==> src/rtl/constant_bank.sv <==
// Registered tie-off constant bank: SAFE_VAL through reset and settle, then INIT_VAL, masked writes until lock.
// Optional CONST_BANK_SHADOW_EN adds a shadow copy of val and a sticky mismatch flag on err.
module constant_bank #(
    parameter int unsigned     NCH           = 8,
    parameter logic [NCH-1:0]  SAFE_VAL      = '0,
    parameter logic [NCH-1:0]  INIT_VAL      = '0,
    parameter int unsigned     SETTLE_CYCLES = 16
) (
    input  logic            clk,
    input  logic            resetn,
    input  logic            wr_valid,
    output logic            wr_ready,
    input  logic [NCH-1:0]  wr_mask,
    input  logic [NCH-1:0]  wr_data,
    input  logic            lock,
    output logic [NCH-1:0]  val,
    output logic [NCH-1:0]  val_n,
    output logic            released,
    output logic            locked,
    output logic            err
);

    localparam int unsigned CW = (SETTLE_CYCLES > 0) ? $clog2(SETTLE_CYCLES + 1) : 1;
    localparam logic [CW-1:0] CNT_LAST = CW'(SETTLE_CYCLES);

    typedef enum logic [1:0] {SETTLE, ACTIVE, LOCKED} state_t;

    state_t          state_q, state_d;
    logic [CW-1:0]   cnt_q, cnt_d;
    logic [NCH-1:0]  val_d;
    logic            released_d, ready_d, locked_d;
    logic            write_fire;

    assign write_fire = wr_valid & wr_ready;

    always_ff @(posedge clk or negedge resetn) begin
        if (!resetn) begin
            state_q <= SETTLE;
        end else begin
            state_q <= state_d;
        end
    end

    always_comb begin
        state_d    = state_q;
        cnt_d      = cnt_q;
        val_d      = val;
        released_d = released;
        ready_d    = wr_ready;
        locked_d   = locked;
        case (state_q)
            SETTLE: begin
                if (cnt_q == CNT_LAST) begin
                    val_d      = INIT_VAL;
                    released_d = 1'b1;
                    ready_d    = 1'b1;
                    state_d    = ACTIVE;
                end else begin
                    cnt_d = cnt_q + CW'(1);
                end
            end
            ACTIVE: begin
                // A write in the lock cycle still lands before the bank freezes.
                if (write_fire) begin
                    val_d = (val & ~wr_mask) | (wr_data & wr_mask);
                end
                if (lock) begin
                    locked_d = 1'b1;
                    ready_d  = 1'b0;
                    state_d  = LOCKED;
                end
            end
            default: begin
                ready_d = 1'b0;
            end
        endcase
    end

    always_ff @(posedge clk or negedge resetn) begin
        if (!resetn) begin
            cnt_q    <= '0;
            val      <= SAFE_VAL;
            val_n    <= ~SAFE_VAL;
            released <= 1'b0;
            wr_ready <= 1'b0;
            locked   <= 1'b0;
        end else begin
            cnt_q    <= cnt_d;
            val      <= val_d;
            val_n    <= ~val_d;
            released <= released_d;
            wr_ready <= ready_d;
            locked   <= locked_d;
        end
    end

`ifdef CONST_BANK_SHADOW_EN
    logic [NCH-1:0] shadow_q, shadow_d;

    // Shadow follows its own copy of the update rule so a corrupted val is not propagated into it.
    always_comb begin
        shadow_d = shadow_q;
        if (state_q == SETTLE) begin
            if (cnt_q == CNT_LAST) begin
                shadow_d = INIT_VAL;
            end
        end else if (state_q == ACTIVE && write_fire) begin
            shadow_d = (shadow_q & ~wr_mask) | (wr_data & wr_mask);
        end
    end

    always_ff @(posedge clk or negedge resetn) begin
        if (!resetn) begin
            shadow_q <= SAFE_VAL;
            err      <= 1'b0;
        end else begin
            shadow_q <= shadow_d;
            if ((val != shadow_q) || (val_n != ~shadow_q)) begin
                err <= 1'b1;
            end
        end
    end
`else
    assign err = 1'b0;
`endif

endmodule
==> config.mk <==
export PLATFORM = sky130hd
export DESIGN_NAME = constant_bank
export DESIGN_NICKNAME = d
export VERILOG_FILES = /design/src/rtl/constant_bank.sv
export SDC_FILE = /design/constraint.sdc
export NUM_CORES = 1
export LEC_CHECK = 0
export ABC_AREA = 1
export CAP_MARGIN = 20
export CORE_MARGIN = 5
export CORE_UTILIZATION = 50
export CTS_CLUSTER_SIZE = 40
export DETAILED_ROUTE_END_ITERATION = 16
export DONT_BUFFER_PORTS = 1
export PLACE_DENSITY = 0.69
export SLEW_MARGIN = 20
export SYNTH_ARGS = -nofsm -noshare
export SYNTH_HDL_FRONTEND = slang
export SYNTH_SLANG_ARGS = --single-unit
==> constraint.sdc <==
create_clock -name clk -period 2.55 [get_ports clk]
set_input_delay 0.1275 -clock clk [delete_from_list [all_inputs] [get_ports clk]]
set_output_delay 0.1275 -clock clk [all_outputs]
set_load 0.01 [all_outputs]
== Word-level counts from Yosys, hierarchy flattened ==
Cells that the tools add are included.

* Register bits: 26
* Input port bits: 20
* Output and inout port bits: 20
* Word-level logic and storage cells: 35

* Add/subtract/negate cells: 1
* Eq/ne operators: 4
* Multiplexer cells: 9
* Bitwise gates (word level): 7
* Reductions and logical operators: 7

{| class="wikitable"
|+ Operator list
! operator !! number
|-
| $and 8x8->8 || 2
|-
| $mux 8 || 2
|-
| $not 8->8 || 2
|-
| $pmux 8 s2 || 1
|-
| $or 8x8->8 || 1
|-
| $reduce_and 2->1 || 4
|-
| $add 5x1->5 const B || 1
|-
| $eq 5x5->1 const B || 1
|-
| $mux 2 || 2
|-
| $ne 2x2->1 const B || 2
|-
| $pmux 2 s2 || 1
|-
| $reduce_and 3->1 || 1
|-
| $eq 2x1->1 const B || 1
|-
| $logic_not 2->1 || 1
|-
| $mux 1 || 2
|-
| $pmux 1 s2 || 1
|-
| $reduce_bool 2->1 || 1
|-
| $and 1x1->1 || 1
|-
| $not 1->1 || 1
|}

== Logic depth before layout (Yosys ltp) ==
* Depth after elaboration: 6
* Gate-level depth with buffers: 9
* Depth with buffers taken out: 9

== Worst setup path before layout ==
OpenSTA, ideal clock, no wires.

* Path kind: register -> register
* From: register cnt_q[0]
* To: register (tool-made name)
* Arrival time: 1.053 ns
* Required time: 2.428 ns
* Setup slack: 1.375 ns
* Stages on the path, launching flop included: 9
* Clock period less this slack: 1.175 ns
* Cell sequence: dfrtp_1 > inv_1 > ha_1 > nand2_1 > inv_1 > nand3_2 > buf_6 > nand3_2 > nand2_2

{| class="wikitable"
|+ RTL lines
! element !! line !! source
|-
| start: declaration || 29 || <nowiki>logic [CW-1:0] cnt_q, cnt_d;</nowiki>
|-
| start signal: assignment || 88 || <nowiki>cnt_q <= cnt_d;</nowiki>
|}

==> summary.json <==
{
  "hpwl_detailed_mm": 1.84,
  "core_area_um2": 2690,
  "post_synth_inst_count": 155,
  "vdd_drop_max_mv": 0.547,
  "worst_slew_margin_rel_pct": 58.7,
  "worst_clock_skew_ns": 0.00335,
  "viasPerCell": 5.15,
  "initialDrtViolationCount": 36,
  "cts.reportedPaths.clkPinSlew_ns": 0.14,
  "postSynthRegisterBits": 26,
  "cts_inserted_buffers": 3,
  "dp_cells": 179,
  "worstPathRequired_ns": 2.78,
  "final_cell_count_no_fill": 185,
  "final_layout_setup_total_negative_slack_ns": 0,
  "cts_max_path_buffers": 2,
  "final-hold-violation-count": 0,
  "drt_wl_total_mm": 2.42,
  "wl_per_cell_um": 13.1,
  "grt_overflow_total": 0,
  "design.die.area_um2": 3890,
  "route.antenna.remaining_nets": 0,
  "setup.worst_path.start_class": "flop",
  "multi_input_comb_area_um2": 517,
  "first_global_vias": 946,
  "cellPowerDensity_nw_per_um2": 916,
  "synth_nets": 177,
  "net_switching_w": 0.000465,
  "combinationalPowerShare_pct": 22.5,
  "grt_start_max_net_pins": 27,
  "min_to": "val_n[6]",
  "drcViolationCount": 0,
  "placement_rows": 19,
  "cts.root.buffer_cell": "sky130_fd_sc_hd__clkbuf_4",
  "timing.rr.start": "cnt_q[0]",
  "status": "finished, final reports clean",
  "clock_insertion_delay_worst_skew_ns": 0.33,
  "register_area_um2": 661,
  "synth_sequential_area_ratio_pct": 48.1,
  "worstSetupEndpointType": "flop",
  "maxCapViolations": 0,
  "fmaxAchievable_mhz": 715,
  "route.vias.total": 952,
  "most-common-layout-cells": "29 x sky130_fd_sc_hd__nand2_1, 24 x sky130_fd_sc_hd__inv_1, 18 x sky130_fd_sc_hd__nand3_1, 18 x sky130_fd_sc_hd__dfrtp_1, 10 x sky130_fd_sc_hd__nand4_1",
  "layout-drive-gt1-share_pct": 29.2,
  "worst-path-max-fanout": 11,
  "static-leakage-power_nw": 0.706,
  "p_int_w": 0.000849,
  "yosysWarnings": 0,
  "sw_frac_of_total_pct": 35.4,
  "track_usage_pct": 12.9,
  "rr_worst_depth": 7,
  "synthesis.area_per_instance_um2": 8.86,
  "holdCritStartpoint": "wr_mask[6]",
  "critical_path_class": "flop to flop",
  "report.final.slew_viol_count": 0,
  "design.portCount": 40,
  "setup_viol_count_final": 0,
  "place_congestion": 0.802,
  "hold-path-cell-count": 4,
  "yosys.cell_types.count": 20,
  "antenna_violations_before_repair": 0,
  "n_fill_cell": 256,
  "cts_tree": "done",
  "power_frac_seq_pct": 55.9,
  "fin_nets": 177,
  "initial_utilization_pct": 51.1,
  "max_slew.worst_pin.slew_ns": 0.619,
  "arrival_ns": 1.63,
  "n_antenna_cell": 0,
  "die_w_um": 62.4,
  "p_clk_share_pct": 21.6,
  "final_period_minus_worst_setup_slack_ns": 1.40,
  "htree_num_levels": 1,
  "die_h_um": 62.4,
  "firstDrtPassIters": 5,
  "post-route-period-util_pct": 54.9,
  "worst_hold_path_type": "input pin to flop",
  "port_buffers": 0,
  "rsz0062_at_grt": "no",
  "regToRegSetupSlack_ns": 1.15,
  "syn_area_um2": 1370,
  "syn2layout_area_growth_pct": 4.47,
  "global_route_wire_length_before_repair_mm": 4.13,
  "clock_sink_count": 26,
  "commonest_non_fill_non_tap_cell_in_the_layout": "sky130_fd_sc_hd__nand2_1"
}
-- area by class of cell --
type | count | area share (%)
Clock inverter | 1 | 2.09
Tap cell | 31 | 2.71
Inverter | 34 | 9.42
Sequential cell | 26 | 46.1
Clock buffer | 3 | 1.57
Multi-Input combinational cell | 88 | 36.0
Timing Repair Buffer | 2 | 2.09
-- per-stage QoR --
stage / hold slack, ns / instance area [um2] / util [%] / setup slack, ns / power, W
after floorplan: -0.168 / 1370 / - / 1.37 / 0.000978
after detailed placement: -0.167 / 1350 / 50.3 / 1.17 / 0.00104
after CTS: 0.0200 / 1430 / 53.4 / 1.15 / 0.00133
after global placement: -0.167 / 1350 / 50.3 / 1.21 / 0.00101
after global routing: 0.0198 / 1430 / 53.4 / 1.02 / 0.00141
final: 0.0201 / 1430 / 53.4 / 1.15 / 0.00131
-- cells in the mapped netlist (all sizes together) --
cell	number	area [um2]
nand2	38	165
inv	34	135
nand3	27	180
dfrtp	18	450
nand4	10	62.6
dfstp	8	210
buf	7	60.1
nor2	4	40.0
ha	2	25.0
o21ai	2	10.0
or2	2	12.5
conb	1	3.75
xnor2	1	8.76
xor2	1	8.76
-- routing by layer --
metal  global-route usage (%)  up-vias  share of wire, %
met5                        0        -                 0
met4                     6.10        0               1.3
met3                     5.22        4               8.6
met2                     21.9       27                49
met1                     13.9      445                41
li1                         -      476                 -
-- worst max-delay path, stage by stage, from the launching register on --
cell and delay (ns):
sky130_fd_sc_hd__dfrtp_1 0.44, sky130_fd_sc_hd__inv_1 0.10, sky130_fd_sc_hd__ha_1 0.15, sky130_fd_sc_hd__nand2_1 0.05, sky130_fd_sc_hd__inv_1 0.09, sky130_fd_sc_hd__nand3_2 0.26, sky130_fd_sc_hd__nand3_2 0.15, sky130_fd_sc_hd__nand2_2 0.07
-- worst max-delay path by stage --
stage                         from    to  slack, ns
final                     cnt_q[0]  flop       1.15
after global routing      cnt_q[0]  flop       1.02
after floorplan           cnt_q[0]  flop       1.37
after CTS                 cnt_q[0]  flop       1.15
after global placement    cnt_q[0]  flop       1.21
after detailed placement  cnt_q[0]  flop       1.17
-- power groups by stage --
stage	clock (W)	sequential (W)	combinational [W]
after floorplan	0	0.000701	0.000277
after global placement	0	0.000740	0.000272
after detailed placement	0	0.000746	0.000290
after CTS	0.000288	0.000738	0.000304
after global routing	0.000308	0.000752	0.000354
final	0.000284	0.000734	0.000295
-- cell families (layout without fill, tap and decap cells) --
family,Yosys count,in the layout,synth area share (%)
flops,26,26,48.1
other cells,1,1,0.273
fa+ha+maj,2,2,1.82
xor+xnor,2,2,1.28
compound gates,2,2,0.729
simple gates,81,81,33.5
buf+inv,41,40,14.2
-- what timing repair did --
action	4_1_cts	5_1_grt
endpoints found under the hold margin	26	0
hold buffers	2	0
gates resized for setup	0	0
buffers inserted	0	0
Note: power is estimated with default switching activity, not from simulation.
